$ cat src/rtl/alu_seq.sv
// alu_seq: registered ALU with NZCV flags, iterative MUL and valid/ready handshakes on both sides.
// Ports: clk, reset_n, in_valid/in_ready, a, b, op, set_flags, out_valid/out_ready, result, flags, busy.
module alu_seq #(
  parameter int WIDTH  = 32,
  parameter int MUL_EN = 1
) (
  input  logic             clk,
  input  logic             reset_n,
  input  logic             in_valid,
  output logic             in_ready,
  input  logic [WIDTH-1:0] a,
  input  logic [WIDTH-1:0] b,
  input  logic [2:0]       op,
  input  logic             set_flags,
  output logic             out_valid,
  input  logic             out_ready,
  output logic [WIDTH-1:0] result,
  output logic [3:0]       flags,
  output logic             busy
);

  localparam int CW = $clog2(WIDTH);

  localparam logic [2:0] OP_ADD = 3'b000;
  localparam logic [2:0] OP_SUB = 3'b001;
  localparam logic [2:0] OP_AND = 3'b010;
  localparam logic [2:0] OP_ORR = 3'b011;
  localparam logic [2:0] OP_EOR = 3'b100;
  localparam logic [2:0] OP_ADC = 3'b101;
  localparam logic [2:0] OP_SBC = 3'b110;
  localparam logic [2:0] OP_MUL = 3'b111;

  typedef enum logic {
    IDLE,
    MUL_BUSY
  } state_t;

  state_t           state;
  logic [WIDTH-1:0] acc;
  logic [WIDTH-1:0] mcand;
  logic [WIDTH-1:0] mplier;
  logic [CW-1:0]    cnt;
  logic             mul_s;

  logic             accept;
  logic             mul_op;
  logic             arith;
  logic             inv_b;
  logic             cin;
  logic [WIDTH-1:0] bb;
  logic [WIDTH:0]   sum;
  logic [WIDTH-1:0] alu_r;
  logic [3:0]       alu_f;
  logic [WIDTH-1:0] acc_nx;
  logic [3:0]       mul_f;

  assign in_ready = (state == IDLE)
                  && (!out_valid || out_ready);
  assign accept   = in_valid && in_ready;
  assign mul_op   = (op == OP_MUL) && (MUL_EN != 0);

  // Without MUL, opcode 111 falls through as a plain ADD.
  always_comb begin
    arith = 1'b0;
    inv_b = 1'b0;
    cin   = 1'b0;
    unique case (1'b1)
      (op == OP_ADD): arith = 1'b1;
      (op == OP_SUB): begin
        arith = 1'b1;
        inv_b = 1'b1;
        cin   = 1'b1;
      end
      (op == OP_ADC): begin
        arith = 1'b1;
        cin   = flags[1];
      end
      (op == OP_SBC): begin
        arith = 1'b1;
        inv_b = 1'b1;
        cin   = flags[1];
      end
      (op == OP_MUL): arith = !mul_op;
      default: arith = 1'b0;
    endcase
  end

  assign bb  = inv_b ? ~b : b;
  assign sum = {1'b0, a} + {1'b0, bb}
             + {{WIDTH{1'b0}}, cin};

  always_comb begin
    alu_r = sum[WIDTH-1:0];
    unique case (1'b1)
      (op == OP_AND): alu_r = a & b;
      (op == OP_ORR): alu_r = a | b;
      (op == OP_EOR): alu_r = a ^ b;
      default: alu_r = sum[WIDTH-1:0];
    endcase
  end

  // Logical ops keep C and V from the flag register.
  always_comb begin
    alu_f[3] = alu_r[WIDTH-1];
    alu_f[2] = (alu_r == '0);
    alu_f[1] = flags[1];
    alu_f[0] = flags[0];
    if (arith) begin
      alu_f[1] = sum[WIDTH];
      alu_f[0] = (a[WIDTH-1] == bb[WIDTH-1])
              && (sum[WIDTH-1] != a[WIDTH-1]);
    end
  end

  // Last iteration folds its partial product straight into the result.
  assign acc_nx = mplier[0] ? acc + mcand : acc;

  always_comb begin
    mul_f[3] = acc_nx[WIDTH-1];
    mul_f[2] = (acc_nx == '0);
    mul_f[1] = flags[1];
    mul_f[0] = flags[0];
  end

  always_ff @(posedge clk or negedge reset_n) begin
    if (!reset_n) begin
      state     <= IDLE;
      result    <= '0;
      out_valid <= 1'b0;
      flags     <= 4'b0000;
      busy      <= 1'b0;
      acc       <= '0;
      mcand     <= '0;
      mplier    <= '0;
      cnt       <= '0;
      mul_s     <= 1'b0;
    end else begin
      unique case (state)
        IDLE: begin
          if (accept && mul_op) begin
            state     <= MUL_BUSY;
            busy      <= 1'b1;
            acc       <= '0;
            mcand     <= a;
            mplier    <= b;
            cnt       <= '0;
            mul_s     <= set_flags;
            out_valid <= 1'b0;
          end else if (accept) begin
            result    <= alu_r;
            out_valid <= 1'b1;
            if (set_flags) begin
              flags <= alu_f;
            end
          end else if (out_valid && out_ready) begin
            out_valid <= 1'b0;
          end
        end
        MUL_BUSY: begin
          acc    <= acc_nx;
          mcand  <= mcand << 1;
          mplier <= mplier >> 1;
          cnt    <= cnt + CW'(1);
          if (cnt == CW'(WIDTH - 1)) begin
            result    <= acc_nx;
            out_valid <= 1'b1;
            state     <= IDLE;
            busy      <= 1'b0;
            cnt       <= '0;
            if (mul_s) begin
              flags <= mul_f;
            end
          end
        end
        default: state <= IDLE;
      endcase
    end
  end

endmodule

$ cat config.mk
export PLATFORM = sky130hd
export DESIGN_NAME = alu_seq
export DESIGN_NICKNAME = d
export VERILOG_FILES = /design/src/rtl/alu_seq.sv
export SDC_FILE = /design/constraint.sdc
export NUM_CORES = 1
export LEC_CHECK = 0
export BUFFER_PORTS_ARGS = -buffer_cell sky130_fd_sc_hd__clkbuf_2
export CAP_MARGIN = 20
export CORE_MARGIN = 8
export CORE_UTILIZATION = 50
export CTS_BUF_LIST = sky130_fd_sc_hd__clkbuf_16
export CTS_CLUSTER_SIZE = 8
export DETAILED_ROUTE_END_ITERATION = 6
export PLACE_DENSITY = 0.69
export SLEW_MARGIN = 30
export SYNTH_ARGS = -nofsm -noshare
export SYNTH_HDL_FRONTEND = slang
export SYNTH_SLANG_ARGS = --single-unit
$ cat constraint.sdc
create_clock -name clk -period 8.3 [get_ports clk]
set_input_delay 0 -clock clk [delete_from_list [all_inputs] [get_ports clk]]
set_output_delay 0 -clock clk [all_outputs]
set_load 0.05 [all_outputs]
# Word level (Yosys, flattened, before mapping)

Cells that the tools add are included.

Add/sub/neg operators: 4
Equal/unequal tests: 18
Multiplexer cells: 37
Bitwise gates (word level): 5
Reduce and logical (&&, ||, !) cells: 20

Operators by type and width:

| operator              | number |
|---|---|
| $mux W32              | 8 |
| $pmux W32 S2          | 4 |
| $pmux W32 S3          | 1 |
| $logic_not A32 Y1     | 2 |
| $add A32 B32 Y33      | 1 |
| $add A33 B1 Y33       | 1 |
| $add A32 B32 Y32      | 1 |
| $and A32 B32 Y32      | 1 |
| $not A32 Y32          | 1 |
| $or A32 B32 Y32       | 1 |
| $xor A32 B32 Y32      | 1 |
| $mux W4               | 5 |
| $eq A3 B3 Y1 const B  | 4 |
| $mux W5               | 2 |
| $pmux W1 S2           | 5 |
| $pmux W5 S2           | 1 |
| $reduce_and A5 Y1     | 2 |
| $mux W1               | 9 |
| $ne A2 B2 Y1 const B  | 4 |
| $pmux W4 S2           | 1 |
| $eq A3 B2 Y1 const B  | 2 |
| $ne A2 B1 Y1 const B  | 3 |
| $reduce_and A2 Y1     | 3 |
| $add A5 B1 Y5 const B | 1 |
| 14 further kinds      | 20 |

Bits in registers: 141
Input bits: 72
Output and inout bits: 39
Word-level logic and storage cells: 95

# Longest topological paths before layout

Gate-level depths: netlist (run 1).

Word-level depth: 13
Mapped depth: 20
Gate-level depth less buffers: 17

# Worst setup path after synthesis (run 1)

OpenSTA, ideal clock, no wires.

Path kind: input to register
From: input port op[0]
To: register flags[2]
Library setup time: 0.074 ns
Data arrival time: 4.163 ns
Required time: 8.226 ns
Path slack: 4.063 ns
Stages: 19
Path buffers: 4
Cell sequence: clkbuf_1 -> buf_1 -> clkbuf_1 -> nor3b_1 -> a21oi_1 -> clkbuf_1 -> xnor2_1 -> fa_1 -> a211o_1 -> a21o_1 -> a21oi_1 -> xnor2_1 -> a221oi_1 -> nand4_1 -> a2111oi_1 -> o2111ai_1 -> nor3_1 -> nand4_1 -> o21ai_2

Longest elaborated chain between the ends: 12
Elaborated cells between the ends (all ways): 23
Those cells by class: add/sub: 2; eq/ne: 8; mux: 8; reduce/logical: 5

Ends and longest elaborated chain:

| element                                      | RTL line | source |
|---|---|---|
| from (decl)                                  | 13       | `input logic [2:0] op,` |
| $eq A3 B1 Y1 or $eq A3 B3 Y1 (tied branches) | 69, 78   |  |
| $reduce_or A2 Y1 (no source line)            | -        |  |
| $mux W1                                      | 67       | `unique case (1'b1)` |
| $mux W32                                     | 88       | `assign bb = inv_b ? ~b : b;` |
| $add A32 B32 Y33                             | 89       | `assign sum = {1'b0, a} + {1'b0, bb}` |
| $add A33 B1 Y33                              | 90       | `+ {{WIDTH{1'b0}}, cin};` |
| $pmux W32 S3                                 | 94       | `unique case (1'b1)` |
| $logic_not A32 Y1                            | 105      | `alu_f[2] = (alu_r == '0);` |
| $mux W4                                      | 152      | `if (set_flags) begin` |
| $mux W4                                      | 149      | `end else if (accept) begin` |
| $mux W4                                      | 140      | `if (accept && mul_op) begin` |
| $pmux W4 S2                                  | 138      | `unique case (state)` |
| to (signal assigned)                         | 153      | `flags <= alu_f;` |
| to (signal assigned)                         | 171      | `flags <= mul_f;` |
| to (decl)                                    | 18       | `output logic [3:0] flags,` |

Parallel ways exist; a longest one is shown, timed or not. The select of a mux whose other input is x is not followed.
A chain may end at the register's enable or synchronous reset.

# Worst setup path in the final report (run 1)

Same ends and word-level chain as after synthesis.

==> summary.md, run 1 <==
| Metric | Value |
|---|---|
| # setup viols final | 0 |
| Global-route wire length before repair | roughly 63000 microns |
| Unrepaired setup endpoints after global routing | no |
| Outcome | complete, no violations |
| Synth warn | 0 |
| Syn avg cell area | approximately 8.1 sq um |
| Share of cells above drive strength 1 | 11.78% |
| Hold crit path type | input pin to flip-flop |
| Global route overflow | 0 |
| Setup crit start | op[0] |
| Synth area leaders | dfrtp_1, ha_1, mux2i_1 |
| Combinational power share | a little over half |
| Internal Power | roughly 0.0022 W |
| Die extent in x | about 180 microns |
| Post-synth EDFFs | 0 |
| Postcts setup bufs | 0 |
| DP HPWL | between 20000 and 30000 microns |
| Syn Inst Count | about 1.6k |
| Register area share after synthesis | between 20% and 30% |
| Placement Rows | 58 |
| CP Launch Type | input pin |
| Buffers on Ports | 110 |
| Critical Path RT | roughly 8700 ps |
| GRT Util Overall | between 20% and 30% |
| Async set-reset flop share out of synthesis | between 90% and 100% |
| Post-Syn Area | about 0.013 sq mm |
| Power density over cell area | about 290 mW/mm^2 |
| Final setup TNS | 0 ps |
| Syn Nets | roughly 1.8k |
| Critical R2R Capture | flags[2]$_DFFE_PN0P_ |
| Commonest cells after routing, fill and taps aside | nand2_1, o21ai_0, dfrtp_1 |
| # DRC | 0 |
| Die height | around 180 microns |
| MaxCap Viol Count | 0 |
| Crit Path Category | input pin to flip-flop |
| Critical Path Fanout Max | 68 |
| Max transition margin | between 30% and 40% |
| Clock Path Buffers | 2 |
| Nets | about 1.9k |
| Initial drt markers | about 1.1k |
| Period utilization | a little under three fifths |
| Leading area contributor after synthesis | dfrtp_1 |
| Final Hold Viols | 0 |
| Clk slew on worst S/H paths | 60 ps |
| Switching fraction of total power | approximately 50% |
| Clk_lat worst skew | approximately 440 ps |
| CP endpoint | flags[2]$_DFFE_PN0P_ |
| GPL Wtd Cong | roughly 0.94 |
| Post-CTS sizing | 0 |
| CP arrival | about 5000 ps |
| Clock Power Share | between 10% and 20% |
| Core box area | approximately 0.025 sq mm |
| Routed len/inst | between 15 and 20 microns |
| Hold_ws | about 12 ps |
| Largest net degree at the start of global routing | a little under 100 |
| Layout Utilization | 58.93% |
| Reg power frac | between 20% and 30% |
| RR Startpoint | flags[1]$_DFFE_PN0P_ |
| Num CTS Buffers | 17 |
| TritonCTS clock tree | done |
| CTS root buf | clkbuf_16 |
| Reg2reg setup slack | a little over 4000 ps |
| Top FF cell, synth | dfrtp_1 |
| Filler Cell Count | between 2k and 2.5k |
| Post-DRT Antenna Nets | 0 |
| Final WL | just under 40000 microns |
| Via count | 12.25k |
| Maximum VDD drop | 159.7 uV |
| Worst-margin pin slew | ~990 ps |
| Synth Register Bits | between 100 and 150 |
| Commonest non-fill, non-tap cell in the layout | nand2_1 |
| Max-slew violations | 0 |
| Critical path endpoint category | flip-flop |
| P_leak | 7.251 nW |
| Max Clk Rate | 0.2146 GHz |
| Drt pass-1 iters | 5 |
| Initial antenna violation count | 0 |
| Reg2Reg Depth | 17 |
| P&R area growth vs syn | 15.85% |
| H-tree levels | 4 |
| DIE AREA | just over 0.03 sq mm |
| Number of global-route vias before repair | 11.66k |
| Initial Utilization | about half |
| Vias per cell | around 6 |
| Ports | about 110 |
| Fin Clk Skew | about 13 ps |
| Final worst path period need | between 4000 and 5000 ps |
| Sink Count | 141 |
| Post-synth cell types | 87 |
| Net switching power | 0.002088 W |
| Yosys top cell area share | 27.62% |
[metrics by stage]
step	worst slack [ps]	power, W	cell area (sq um)	std cells
floorplan	4063	0.002783	12770	1580
global placement	3392	0.003353	13520	1946
detailed placement	3251	0.003394	13520	1946
CTS	3662	0.004236	14790	2045
global route	3273	0.004531	14800	2045
finish	3640	0.004255	14800	2046
[critical path: stages]
cell and delay [ps]:
clkbuf_2 70, buf_4 530, nor2b_1 260, a21oi_4 190
buf_4 460, xnor2_1 210, fa_1 220, inv_1 50
fa_1 420, a211o_1 350, a21o_1 160, a21oi_1 170
xnor2_1 80, a221oi_1 470, nand4_1 250, a2111oi_1 390
o2111ai_1 180, nor3_1 270, nand4_1 150, o21ai_2 120
[power groups by stage]
stage / logic [W] / registers, W / clock network (W)
floorplan: 0.00139 / 0.00139 / 0
global placement: 0.00218 / 0.00117 / 0
detailed placement: 0.00222 / 0.00118 / 0
CTS: 0.00226 / 0.00117 / 0.000809
global route: 0.00249 / 0.00120 / 0.000836
finish: 0.00228 / 0.00117 / 0.000803
[cell type report]
cell class / count / area [sq um] / area share, %
Antenna cell: 1 / 2.502 / 0.01691
Clock buffer: 17 / 425.4 / 2.875
Clock inverter: 15 / 172.7 / 1.167
Inverter: 87 / 326.6 / 2.207
Multi-Input combinational cell: 1261 / 8568 / 57.90
Sequential cell: 141 / 3532 / 23.87
Tap cell: 330 / 412.9 / 2.790
Timing Repair Buffer: 194 / 1358 / 9.174
[state kept, by name (all words and copies together) (netlist names)]
signal,count
acc,32
busy,1
cnt,5
flags,4
mcand,32
mplier,32
mul_s,1
out_valid,1
result,32
state,1
[cells by family (layout without fill, tap and decap cells)]
family | after synthesis | count (layout) | synth area share (%)
adders and majority gates | 131 | 131 | 13.01
other | 0 | 1 | 0
DFF | 141 | 141 | 27.62
buffers and inverters | 178 | 313 | 5.436
and+or+nand+nor | 474 | 474 | 17.16
muxes | 97 | 97 | 7.709
xor gates and xnor gates | 68 | 68 | 4.663
AOI/OAI and AO/OA | 491 | 491 | 24.40
[cells in the mapped netlist, drive strengths merged (10+ instances only)]
library cell,count
nand2,226
o21ai,159
dfrtp,141
ha,128
a21oi,126
nor2,89
inv,87
mux2i,86
clkbuf,67
xnor2,58
a21o,39
nand3,29
buf,24
nand4,20
a211oi,19
nor3,18
o211ai,17
o22ai,16
o21a,15
a31oi,13
or3,12
and2,11
and3,11
mux2,11
nand2b,11
nor2b,11
nor4,11
o221ai,10
xor2,10
[worst min-delay path by stage]
stage | from | to | cells after the start
floorplan | reset_n | acc[0]$_DFFE_PN0P_ | 0
global placement | reset_n | mplier[6]$_DFFE_PN0P_ | 1
detailed placement | reset_n | mplier[6]$_DFFE_PN0P_ | 1
CTS | a[13] | mcand[13]$_DFFE_PN0P_ | 3
global route | a[13] | mcand[13]$_DFFE_PN0P_ | 3
finish | a[13] | mcand[13]$_DFFE_PN0P_ | 3
[what timing repair did]
action / CTS / global route
hold endpoints to repair: 160 / 0
hold buffers: 67 / 0
endpoints found under the setup margin: 0 / 0
[routing by layer]
metal | wire length (microns) | GRT usage, %
met4 | 770 | 6.923
met3 | 2575 | 4.531
met2 | 17410 | 38.95
met5 | 0 | 0
met1 | 18740 | 36.14
Power figures use the tool's default switching activity.
==> run 2: changes to the inputs <==
--- a/config.mk
+++ b/config.mk
@@ -5,6 +5,7 @@
 export SDC_FILE = /design/constraint.sdc
 export NUM_CORES = 1
 export LEC_CHECK = 0
+export ABC_AREA = 1
 export BUFFER_PORTS_ARGS = -buffer_cell sky130_fd_sc_hd__clkbuf_2
 export CAP_MARGIN = 20
 export CORE_MARGIN = 8
@@ -12,7 +13,7 @@
 export CTS_BUF_LIST = sky130_fd_sc_hd__clkbuf_16
 export CTS_CLUSTER_SIZE = 8
 export DETAILED_ROUTE_END_ITERATION = 6
-export PLACE_DENSITY = 0.69
+export PLACE_DENSITY = 0.68
 export SLEW_MARGIN = 30
 export SYNTH_ARGS = -nofsm -noshare
 export SYNTH_HDL_FRONTEND = slang
==> constraint.sdc (replaced) <==
create_clock -name clk -period 4.4 [get_ports clk]
set_input_delay 0 -clock clk [delete_from_list [all_inputs] [get_ports clk]]
set_output_delay 0 -clock clk [all_outputs]
set_load 0.05 [all_outputs]
==> run 2 against run 1 <==
  * Worst hold slack better by 19 ps
  * Critical path type is now flip-flop to flip-flop
  * Die area is 5.8% higher
  * Sequential share of layout area is 1.3 points lower
  * Combinational power grew to 3.1 times the previous value
  * Clock skew is 2.0 ps higher
  * Power grew to 2.6 times the previous value
  * Global-route usage is 3.2 points higher
==> summary.md, run 2 <==
| Metric | Value |
|---|---|
| Clk slew on worst S/H paths | ~70 ps |
| DIE AREA | approximately 0.033 sq mm |
| Ports | around 110 |
| CP max-delay cell | nor3_1 |
| TritonCTS clock tree | done |
| Final Power | 0.01116 W |
| Internal Power | ~0.0051 W |
| Critical path endpoint category | flip-flop |
| Synth Register Bits | roughly 140 |
| Hold crit path type | input pin to flip-flop |
| M3 GR Usage | ~2.8% |
| # DRC | 0 |
| Reg2reg setup slack | approximately 1000 ps |
| Worst-margin pin slew | ~1000 ps |
| Number of global-route vias before repair | ~14k |
| Post-Syn Area | approximately 0.014 sq mm |
| Crit Path Category | flip-flop to flip-flop |
| Commonest non-fill, non-tap cell in the layout | nand2_1 |
| Period utilization | 77.66% |
| Leading area contributor after synthesis | dfrtp_1 |
| Syn Nets | roughly 2.4k |
| Synth warn | 0 |
| Routed len/inst | between 15 and 20 microns |
| Post-CTS sizing | 0 |
| Syn avg cell area | approximately 6 sq um |
| Initial antenna violation count | 1 |
| GRT Util Overall | between 20% and 30% |
| P_leak | 8.818 nW |
| Unrepaired setup endpoints after global routing | no |
| Post-synth cell types | 46 |
| GR Util met2 | a little under half |
| # setup viols final | 0 |
| CP Launch Type | flip-flop |
| H-tree levels | 4 |
| Critical Path Fanout Max | 4 |
| Share of cells above drive strength 1 | between 7 and 8% |
| Sink Count | 141 |
| Postcts setup bufs | 0 |
| Num CTS Buffers | 17 |
| Clock Power Share | approximately 14% |
| DP HPWL | between 30000 and 40000 microns |
| Post-DRT Antenna Nets | 0 |
| Total placed cells including tap cells | 2590 |
| Core box area | around 0.027 sq mm |
| CP cell instances | inv_1 > o31ai_1 > inv_1 > fa_1 > inv_1 > fa_1 > nand3_1 > nand2_1 > nand2_1 > nand2_1 > nand2_1 > nand3_1 > nand2_1 > nor2_1 > nand3_1 > nor3_1 > nand2_1 > nor2_1 > nand2_1 > nand2_1 > nand2_1 > nand2_1 |
| Die extent in x | between 150 and 200 microns |
| Max Clk Rate | just under 0.3 GHz |
| Synth cell count leaders | nand2_1, inv_1, nor2_1 |
| Power density over cell area | 713.7 mW/mm^2 |
| Largest net degree at the start of global routing | 66 |
| Post-synth EDFFs | 0 |
| Net switching power | a little over 0.006 W |
| Buf/Inv on CP | 3 |
| Global-route wire length before repair | about 75000 microns |
| Initial drt markers | between 1k and 1.5k |
| Vias per cell | approximately 5.4 |
| Placement Rows | 60 |
| Finished Layout Cells | between 2k and 3k |
| CP arrival | 3780 ps |
| Longest individual stage delay on the worst path | slightly below 400 ps |
| Global Route met1 Usage | between 30% and 40% |
| Via count | between 10k and 15k |
| Die height | around 180 microns |
| Commonest cells after routing, fill and taps aside | nand2_1, inv_1, nor2_1 |
| Fin Clk Skew | roughly 15 ps |
| Maximum VDD drop | approximately 380 uV |
| Buffers on Ports | 110 |
| Outcome | complete, no violations |
| Final setup TNS | 0 ps |
| Top delay family on crit path | simple AND/OR/NAND/NOR gates |
| Most common cell in the netlist | nand2_1 |
| Combinational power share | 63.4% |
| Nets | between 2k and 3k |
| Cts hold-fix bufs | 66 |
| P&R area growth vs syn | 15.09% |
| Register area share after synthesis | 25.97% |
| Async set-reset flop share out of synthesis | 100.0% |
| Yosys top cell area share | roughly 26% |
| Switching fraction of total power | between 50% and 60% |
| Drt pass-1 iters | 6 |
| GPL Wtd Cong | between 0.9 and 1 |
| Max-slew violations | 0 |
| MaxCap Viol Count | 0 |
| Clk_lat worst skew | 440 ps |
| Syn Inst Count | 2197 |
| Reg power frac | between 20 and 25% |
| Top FF cell, synth | dfrtp_1 |
| Critical Path RT | around 4800 ps |
| Global route overflow | 0 |
| Max transition margin | between 30% and 40% |
| Final instance area | around 0.016 sq mm |
| GRT busiest layer | met2 |
| Final worst path period need | approximately 3400 ps |
| CTS root buf | clkbuf_16 |
| Clock Path Buffers | 2 |
| Initial Utilization | 50.69% |
| DP Area | between 0.01 and 0.015 sq mm |
| Final Hold Viols | 0 |
| Most used cell, CP | nand2_1 |
| Final WL | 47390 microns |
| Synth area leaders | dfrtp_1, nand2_1, ha_1 |
==> run 2: changes by cell type after synthesis, sizes merged, moves of 86 or more <==
cell   previous run  this run
inv              87       339
nand3            29       145
nor2             89       248
nand2           226       793
o21ai           159        51
mux2i            86         0
==> run 2: path summary, 6_finish.rpt <==
path | end | start | depth (start not counted)
worst max-delay path | flags[2]$_DFFE_PN0P_ | flags[1]$_DFFE_PN0P_ | 22
worst min-delay path | busy$_DFFE_PN0P_ | op[0] | 5
worst max register to register | flags[2]$_DFFE_PN0P_ | flags[1]$_DFFE_PN0P_ | 22
worst min register to register | mul_s$_DFFE_PN0P_ | mul_s$_DFFE_PN0P_ | 2
max in group asynchronous | mcand[30]$_DFFE_PN0P_ | reset_n | 3
min in group asynchronous | mplier[8]$_DFFE_PN0P_ | reset_n | 2
==> run 2: worst reg2reg max path: stages, from the launching register on <==
cell	delay, ps
dfrtp_1	380
inv_1	140
o31ai_1	260
inv_1	80
fa_1	350
inv_1	130
fa_1	270
nand3_1	110
nand2_1	160
nand2_1	90
nand2_1	140
nand2_1	70
nand3_1	70
nand2_1	100
nor2_1	100
nand3_1	70
nor3_1	390
nand2_1	90
nor2_1	120
nand2_1	60
nand2_1	60
nand2_1	40
nand2_1	60
==> run 2: power by group through the flow <==
stage	sequential (W)	combinational (W)	clock, W
5_1_grt	0.00258	0.00791	0.00164
3_3_place_gp	0.00251	0.00687	0
3_5_place_dp	0.00252	0.00693	0
4_1_cts	0.00250	0.00702	0.00159
6_report	0.00251	0.00708	0.00157
2_1_floorplan	0.00289	0.00460	0
==> run 2: cells by family after synthesis <==
kind of cell | synth area share (%)
AO/OA/AOI/OAI | 10.68
XOR/XNOR | 2.837
adder cells (fa/ha/maj) | 12.23
buffers and inverters | 11.81
flip-flops | 25.97
AND/OR/NAND/NOR | 36.47
==> run 2: area by class of cell <==
cell class,count,area [sq um]
Sequential cell,141,3532
Tap cell,341,426.7
Fill cell,2710,11170
Clock buffer,17,425.4
Antenna cell,1,2.502
Inverter,339,1275
Multi-Input combinational cell,1649,8474
Clock inverter,15,193.9
Timing Repair Buffer,186,1305
==> run 2: metrics by stage <==
step           utilization (%)  hold WS, ps  worst slack [ps]
6_report                 58.34        31.42             983.0
5_1_grt                  58.34        38.15             707.7
4_1_cts                  58.33        12.46              1043
3_5_place_dp             53.55        33.35             734.5
3_3_place_gp             53.55        29.12             834.7
2_1_floorplan                -       -295.6              1468
==> run 2: per-layer routing <==
layer	vias up	share of wire [%]
li1	7209	-
met1	6720	45
met2	465	46
met3	75	5.7
met4	0	2.6
met5	-	0
